**src/rtl/car_motion_controller.sv**
```systemverilog
// car_motion_controller
//   Per-car SCAN (collective) motion and door controller for a 7-floor shaft.
//   Hall calls arrive already assigned to this car. Cabin calls are latched
//   here. The car sweeps in one direction while requests remain ahead, then
//   reverses.
//
// Ports
//   clk, reset      : clock and synchronous active-high reset
//   hallButton[13:0]: assigned hall calls, floor k -> {UP=bit 2k-1, DOWN=bit 2k-2}
//   carButton[6:0]  : cabin call pulses, bit k-1 = floor k
//   currentFloor    : 1..7
//   direction       : STOP=00, UP=10, DOWN=01
//   doorOpen        : high while the door dwell runs
//   servedButton    : one-cycle pulse of hall bits served on door entry
//   carCallPending  : latched cabin calls
module car_motion_controller #(
  parameter int MOVE_CYCLES = 8,
  parameter int DOOR_CYCLES = 6
) (
  input  logic        clk,
  input  logic        reset,
  input  logic [13:0] hallButton,
  input  logic [6:0]  carButton,
  output logic [2:0]  currentFloor,
  output logic [1:0]  direction,
  output logic        doorOpen,
  output logic [13:0] servedButton,
  output logic [6:0]  carCallPending
);

  typedef enum logic [1:0] {S_IDLE, S_MOVE, S_DOOR} state_e;

  localparam logic [1:0] DIR_STOP = 2'b00;
  localparam logic [1:0] DIR_UP   = 2'b10;
  localparam logic [1:0] DIR_DN   = 2'b01;

  localparam int MAXC = (MOVE_CYCLES > DOOR_CYCLES) ? MOVE_CYCLES : DOOR_CYCLES;
  localparam int CW   = $clog2(MAXC) + 1;
  localparam logic [CW-1:0] MOVE_LOAD = CW'(MOVE_CYCLES - 1);
  localparam logic [CW-1:0] DOOR_LOAD = CW'(DOOR_CYCLES - 1);

  // DOWN at floor 1 and UP at floor 7 do not exist.
  localparam logic [13:0] HALL_VALID = 14'h1FFE;

  state_e          state_q, state_d;
  logic [2:0]      floor_q, floor_d;
  logic [1:0]      dir_q, dir_d;
  logic [CW-1:0]   move_cnt_q, move_cnt_d;
  logic [CW-1:0]   door_cnt_q, door_cnt_d;
  logic [13:0]     served_q, served_d;
  logic [6:0]      ccp_q, ccp_d;

  logic [13:0]     hv;
  logic [7:0]      req;        // req[k] = any request at floor k; req[0] unused
  logic [2:0]      nf;         // floor being arrived at
  logic            stop;

  // Requests strictly above / below floor f.
  function automatic logic above_of(input logic [7:0] r, input logic [2:0] f);
    return |(r & (8'hFF << ({1'b0, f} + 4'd1)));
  endfunction

  function automatic logic below_of(input logic [7:0] r, input logic [2:0] f);
    return |(r & ((8'd1 << f) - 8'd1) & 8'hFE);
  endfunction

  function automatic logic hall_up(input logic [13:0] h, input logic [2:0] f);
    return h[{f, 1'b0} - 4'd1];
  endfunction

  function automatic logic hall_dn(input logic [13:0] h, input logic [2:0] f);
    return h[{f, 1'b0} - 4'd2];
  endfunction

  function automatic logic [13:0] floor_mask(input logic [2:0] f);
    return 14'b11 << ({f, 1'b0} - 4'd2);
  endfunction

  assign hv = hallButton & HALL_VALID;

  always_comb begin
    req = '0;
    for (int k = 1; k <= 7; k++)
      req[k] = ccp_q[k-1] | hv[2*k-1] | hv[2*k-2];
  end

  always_comb begin
    state_d    = state_q;
    floor_d    = floor_q;
    dir_d      = dir_q;
    move_cnt_d = move_cnt_q;
    door_cnt_d = door_cnt_q;
    served_d   = '0;
    ccp_d      = ccp_q | carButton;
    nf         = floor_q;
    stop       = 1'b0;

    case (state_q)
      S_IDLE: begin
        if (req[floor_q]) begin
          // Door opens in place; direction stays STOP.
          state_d                 = S_DOOR;
          door_cnt_d              = DOOR_LOAD;
          served_d                = hv & floor_mask(floor_q);
          ccp_d[floor_q - 3'd1]   = 1'b0;
        end else if (above_of(req, floor_q)) begin
          state_d    = S_MOVE;
          dir_d      = DIR_UP;
          move_cnt_d = MOVE_LOAD;
        end else if (below_of(req, floor_q)) begin
          state_d    = S_MOVE;
          dir_d      = DIR_DN;
          move_cnt_d = MOVE_LOAD;
        end
      end

      S_MOVE: begin
        if (move_cnt_q != '0) begin
          move_cnt_d = move_cnt_q - 1'b1;
        end else begin
          if (dir_q == DIR_UP) begin
            nf   = (floor_q == 3'd7) ? 3'd7 : floor_q + 3'd1;
            stop = ccp_q[nf - 3'd1] | hall_up(hv, nf) | (nf == 3'd7) |
                   (!above_of(req, nf) & hall_dn(hv, nf));
          end else begin
            nf   = (floor_q == 3'd1) ? 3'd1 : floor_q - 3'd1;
            stop = ccp_q[nf - 3'd1] | hall_dn(hv, nf) | (nf == 3'd1) |
                   (!below_of(req, nf) & hall_up(hv, nf));
          end
          floor_d = nf;
          if (stop) begin
            state_d            = S_DOOR;
            door_cnt_d         = DOOR_LOAD;
            served_d           = hv & floor_mask(nf);
            ccp_d[nf - 3'd1]   = 1'b0;
          end else begin
            move_cnt_d = MOVE_LOAD;
          end
        end
      end

      S_DOOR: begin
        // Cabin presses for this floor are absorbed while the door is open.
        ccp_d[floor_q - 3'd1] = 1'b0;
        if (door_cnt_q != '0) begin
          door_cnt_d = door_cnt_q - 1'b1;
        end else begin
          // Moving down prefers below; moving up or entered from IDLE
          // prefers above. The current floor is not considered.
          state_d    = S_MOVE;
          move_cnt_d = MOVE_LOAD;
          if (dir_q == DIR_DN) begin
            if (below_of(req, floor_q))      dir_d = DIR_DN;
            else if (above_of(req, floor_q)) dir_d = DIR_UP;
            else begin state_d = S_IDLE; dir_d = DIR_STOP; move_cnt_d = '0; end
          end else begin
            if (above_of(req, floor_q))      dir_d = DIR_UP;
            else if (below_of(req, floor_q)) dir_d = DIR_DN;
            else begin state_d = S_IDLE; dir_d = DIR_STOP; move_cnt_d = '0; end
          end
        end
      end

      default: state_d = S_IDLE;
    endcase
  end

  always_ff @(posedge clk) begin
    if (reset) begin
      state_q    <= S_IDLE;
      floor_q    <= 3'd1;
      dir_q      <= DIR_STOP;
      move_cnt_q <= '0;
      door_cnt_q <= '0;
      served_q   <= '0;
      ccp_q      <= '0;
    end else begin
      state_q    <= state_d;
      floor_q    <= floor_d;
      dir_q      <= dir_d;
      move_cnt_q <= move_cnt_d;
      door_cnt_q <= door_cnt_d;
      served_q   <= served_d;
      ccp_q      <= ccp_d;
    end
  end

  assign currentFloor   = floor_q;
  assign direction      = dir_q;
  assign doorOpen       = (state_q == S_DOOR);
  assign servedButton   = served_q;
  assign carCallPending = ccp_q;

endmodule

```
**config.mk**
```make
export PLATFORM = sky130hd
export DESIGN_NAME = car_motion_controller
export DESIGN_NICKNAME = d
export VERILOG_FILES = /design/src/rtl/car_motion_controller.sv
export SDC_FILE = /design/constraint.sdc
export NUM_CORES = 1
export LEC_CHECK = 0
export ABC_AREA = 1
export CAP_MARGIN = 10
export CORE_MARGIN = 2
export CORE_UTILIZATION = 38
export CTS_CLUSTER_SIZE = 24
export DETAILED_ROUTE_END_ITERATION = 6
export GPL_TIMING_DRIVEN = 0
export PLACE_DENSITY = 0.67
export SLEW_MARGIN = 20
export SYNTH_ARGS = -nofsm -noshare
export SYNTH_HDL_FRONTEND = slang
export SYNTH_SLANG_ARGS = --single-unit
```
**constraint.sdc**
```tcl
create_clock -name clk -period 8.76 [get_ports clk]
set_clock_uncertainty 0.1 [all_clocks]
set_input_delay 2.628 -clock clk [delete_from_list [all_inputs] [get_ports clk]]
set_output_delay 2.628 -clock clk [all_outputs]
set_load 0.01 [all_outputs]
```
==> results.md <==
* Post-synthesis cell area at 0.00337 mm²
* Vias per inst at 5.41
* Die ar. at 0.00963 mm²
* CTS Buffer Depth at 2
* Routed Antenna Nets at 0
* Warnings from Yosys at 0
* Worst reg-to-reg setup slack at 4.83 ns
* CP cell instances: clkdlybuf4s50_1, inv_1, nand3_1, o21ai_0, nand2_1, nor2_1, nand2_1, nand2_1, nand2_1, a21oi_1, nand2_2, nand2_4, nand2_4, nand2_1, a21oi_1
* Asr flop ratio synth at 0%
* Worst path arrival time at 4.97 ns
* Vias at 3941
* Reg2reg start: currentFloor[0]
* Min-delay src: door_cnt_q[2]
* Clock slew at reported path FFs at 0.07 ns
* Required time worst endpoint at 8.81 ns
* Final period util at 56.1%
* Maximum clock frequency at 203 MHz
* Syn avg cell area at 5.93 µm²
* Final wirelength at 11400 µm
* Port Buffers at 44
* Clk_lat worst skew at 0.29 ns
* Hold path cells at 2
* PostCTS Resize Cnt at 0
* Clk sinks at 34
* Core Area at 0.00868 mm²
* Crit-path max cell delay at 0.52 ns
* R2r endpoint: carCallPending[6]
* Crit-path most repeated cell: nand2_1
* Rel. slew slack at 55.3%
* # fillers at 955
* CP Class: in -> reg
* CTS Buf Count at 5
* Logic pwr share at 73.1%
* Psw at 0.728 mW
* Hold EP: door_cnt_q[2]
* Final Hold Violating Endpoints at 0
* Number of I/O pins at 50
* GRT overflow at 0
* DRC viols at 0
* Drt initial violations at 220
* PwrDens at 327 mW/mm²
* Yosys reg bits at 34
* Tmin final at 4.91 ns
* Hold buffer count at cts at 0
* Slew @ Worst Pin at 0.666 ns
* Die height at 98.1 µm
* Vias in the first global route at 3574
* HP Class: reg -> reg
* Initial antenna violation count at 0
* Area Growth Syn to Fin at 19.9%
* Seq pwr share at 17.6%
* Area of the multi-input gates at 0.00224 mm²
* Standard-cell rows at 34
* R2r worst-path depth at 14
* Post-synth EDFFs at 0
* Post-DP HPWL at 9090 µm
* Share of layout cells above drive strength 1 at 7.57%
* Clock power frac at 9.3%
* # Post-CTS Setup Buffers at 0
* First-pass GRT wire length at 18100 µm
* Final-report max-slew violation count at 0
* Clock root buffer: clkbuf_8
* Max-cap violations at 0
* Die W at 98.1 µm
* Sequential fraction of the synthesis area at 20.2%
* NumNets Final at 671
* Slowest cell on crit path: clkdlybuf4s50_1
* Fin Setup TNS at 0 ns
* DRT Pass-1 Iters at 7
* Placed cell count at 721
* Critical path startpoint category: input port
* LEAKAGE at 1.97 nW
* Starting Density at 38.8%
* Sequential cell area at 681 µm²
* Crit-path max FO at 10
* Wire length per cell at 15.7 µm
* Max H-tree Level at 2
* Peak VDD IR at 165 µV
* Switching Fraction at 55.1%
* Synth cell types at 33
* Largest net degree at the start of global routing at 14
* Global-route usage over all layers at 23.4%
* CP endpoint kind: register
* Post-synth top flop: dfxtp_1
* Final Setup Violations at 0
* RSZ-0062 raised after global routing: false
* Cells after Synth at 568
* Internal power at 0.593 mW
* CTS tree: built
* GP Congestion at 0.971
* Status: complete, no violations
* Fin cells at 729
* ANT cells at 0
[cell families (layout without fill, tap and decap cells)]
kind of cell | Yosys count | count (layout) | share of synthesized area, %
AO/OA/AOI/OAI | 87 | 87 | 13.5
buffers and inverters | 104 | 156 | 13.5
XOR/XNOR | 1 | 1 | 0.260
flip-flops | 34 | 34 | 20.2
adder cells (fa/ha/maj) | 28 | 28 | 10.4
AND/OR/NAND/NOR | 313 | 313 | 42.0
other | 1 | 2 | 0.111
[worst max-delay path: cells and delay by family]
family	cells	cell delay, ns
compound gates	3	0.52
buf+inv	2	0.68
simple gates	10	1.15
[cell type report]
cell class	instances	area share [%]
multi-input combinational	431	55.4
buffer	19	3.31
tap	108	3.35
clock inverter	1	0.124
clock buffer	7	2.14
inverter	85	7.96
timing repair buffer	44	10.9
sequential	34	16.9
[cells in the final DEF (no fill, tap or decap), types with 4 or more instances in the layout]
master,count
nor3_1,13
clkdlybuf4s50_1,44
buf_6,6
inv_1,81
dfxtp_1,34
nand2_2,5
a21oi_1,45
nand3_1,71
ha_1,28
o21ai_1,5
nor2_2,5
nor2_1,49
clkbuf_8,6
nand4_1,14
or2_2,5
nand2_1,140
nand3_2,4
buf_2,5
clkbuf_1,6
o21ai_0,28
[synth_stat cells, types with 2 or more instances]
cell	count	area [µm²]
nand2_1	140	526
buf_4	3	22.5
nor2_2	5	31.3
nor3_1	13	65.1
clkbuf_1	5	18.8
nand3_2	4	40.0
nand3b_1	3	22.5
nor2_1	49	184
o21ai_0	28	140
inv_1	81	304
o21ai_1	5	25.0
inv_2	3	11.3
nand2_2	5	31.3
ha_1	28	350
buf_2	5	25.0
nand4_1	14	87.6
buf_6	6	67.6
dfxtp_1	34	681
nand3_1	71	355
a21oi_1	45	225
o211ai_1	3	22.5
or2_2	5	31.3
a31oi_1	2	12.5
nand2_4	2	22.5
[metal layers]
metal  vias to the layer above  global-route usage [%]  wire length (µm)
met1                      1794                    30.6              4870
met4                         0                    8.85               397
li1                       1944                       -                 -
met3                        28                    4.44               863
met5                         -                       0                 0
met2                       175                    38.3              5290
[state kept, by name, indices dropped and copies added (netlist names)]
register,cells
door_cnt_q,4
direction,2
currentFloor,3
move_cnt_q,4
state_q,2
servedButton,12
carCallPending,7
[power by group through the flow]
stage / logic, mW / registers [mW] / clock network, mW
floorplan: 0.690 / 0.233 / 0
global placement: 0.941 / 0.234 / 0
detailed placement: 0.949 / 0.235 / 0
CTS: 0.954 / 0.232 / 0.125
global route: 1.09 / 0.237 / 0.133
finish: 0.965 / 0.233 / 0.123
[worst max path at each step]
stage | startpoint | end | slack (ns)
2_1_floorplan | hallButton[5] | door_cnt_q[1] | 4.69
3_3_place_gp | hallButton[11] | carCallPending[5] | 3.57
3_5_place_dp | hallButton[11] | door_cnt_q[3] | 3.57
4_1_cts | hallButton[11] | carCallPending[5] | 3.87
5_1_grt | hallButton[9] | direction[0] | 3.69
6_report | hallButton[11] | door_cnt_q[3] | 3.85
[stage by stage]
stage	hold slack (ns)	instance area [µm²]	total power, mW	util (%)	setup WS (ns)
6_report	0.364	4040	1.32	46.5	3.85
5_1_grt	0.403	4040	1.46	46.5	3.69
4_1_cts	0.366	4040	1.31	46.5	3.87
3_5_place_dp	0.356	3950	1.18	45.5	3.57
3_3_place_gp	0.353	3950	1.17	45.5	3.57
2_1_floorplan	0.339	3370	0.923	-	4.69
Power figures use the tool's default switching activity.
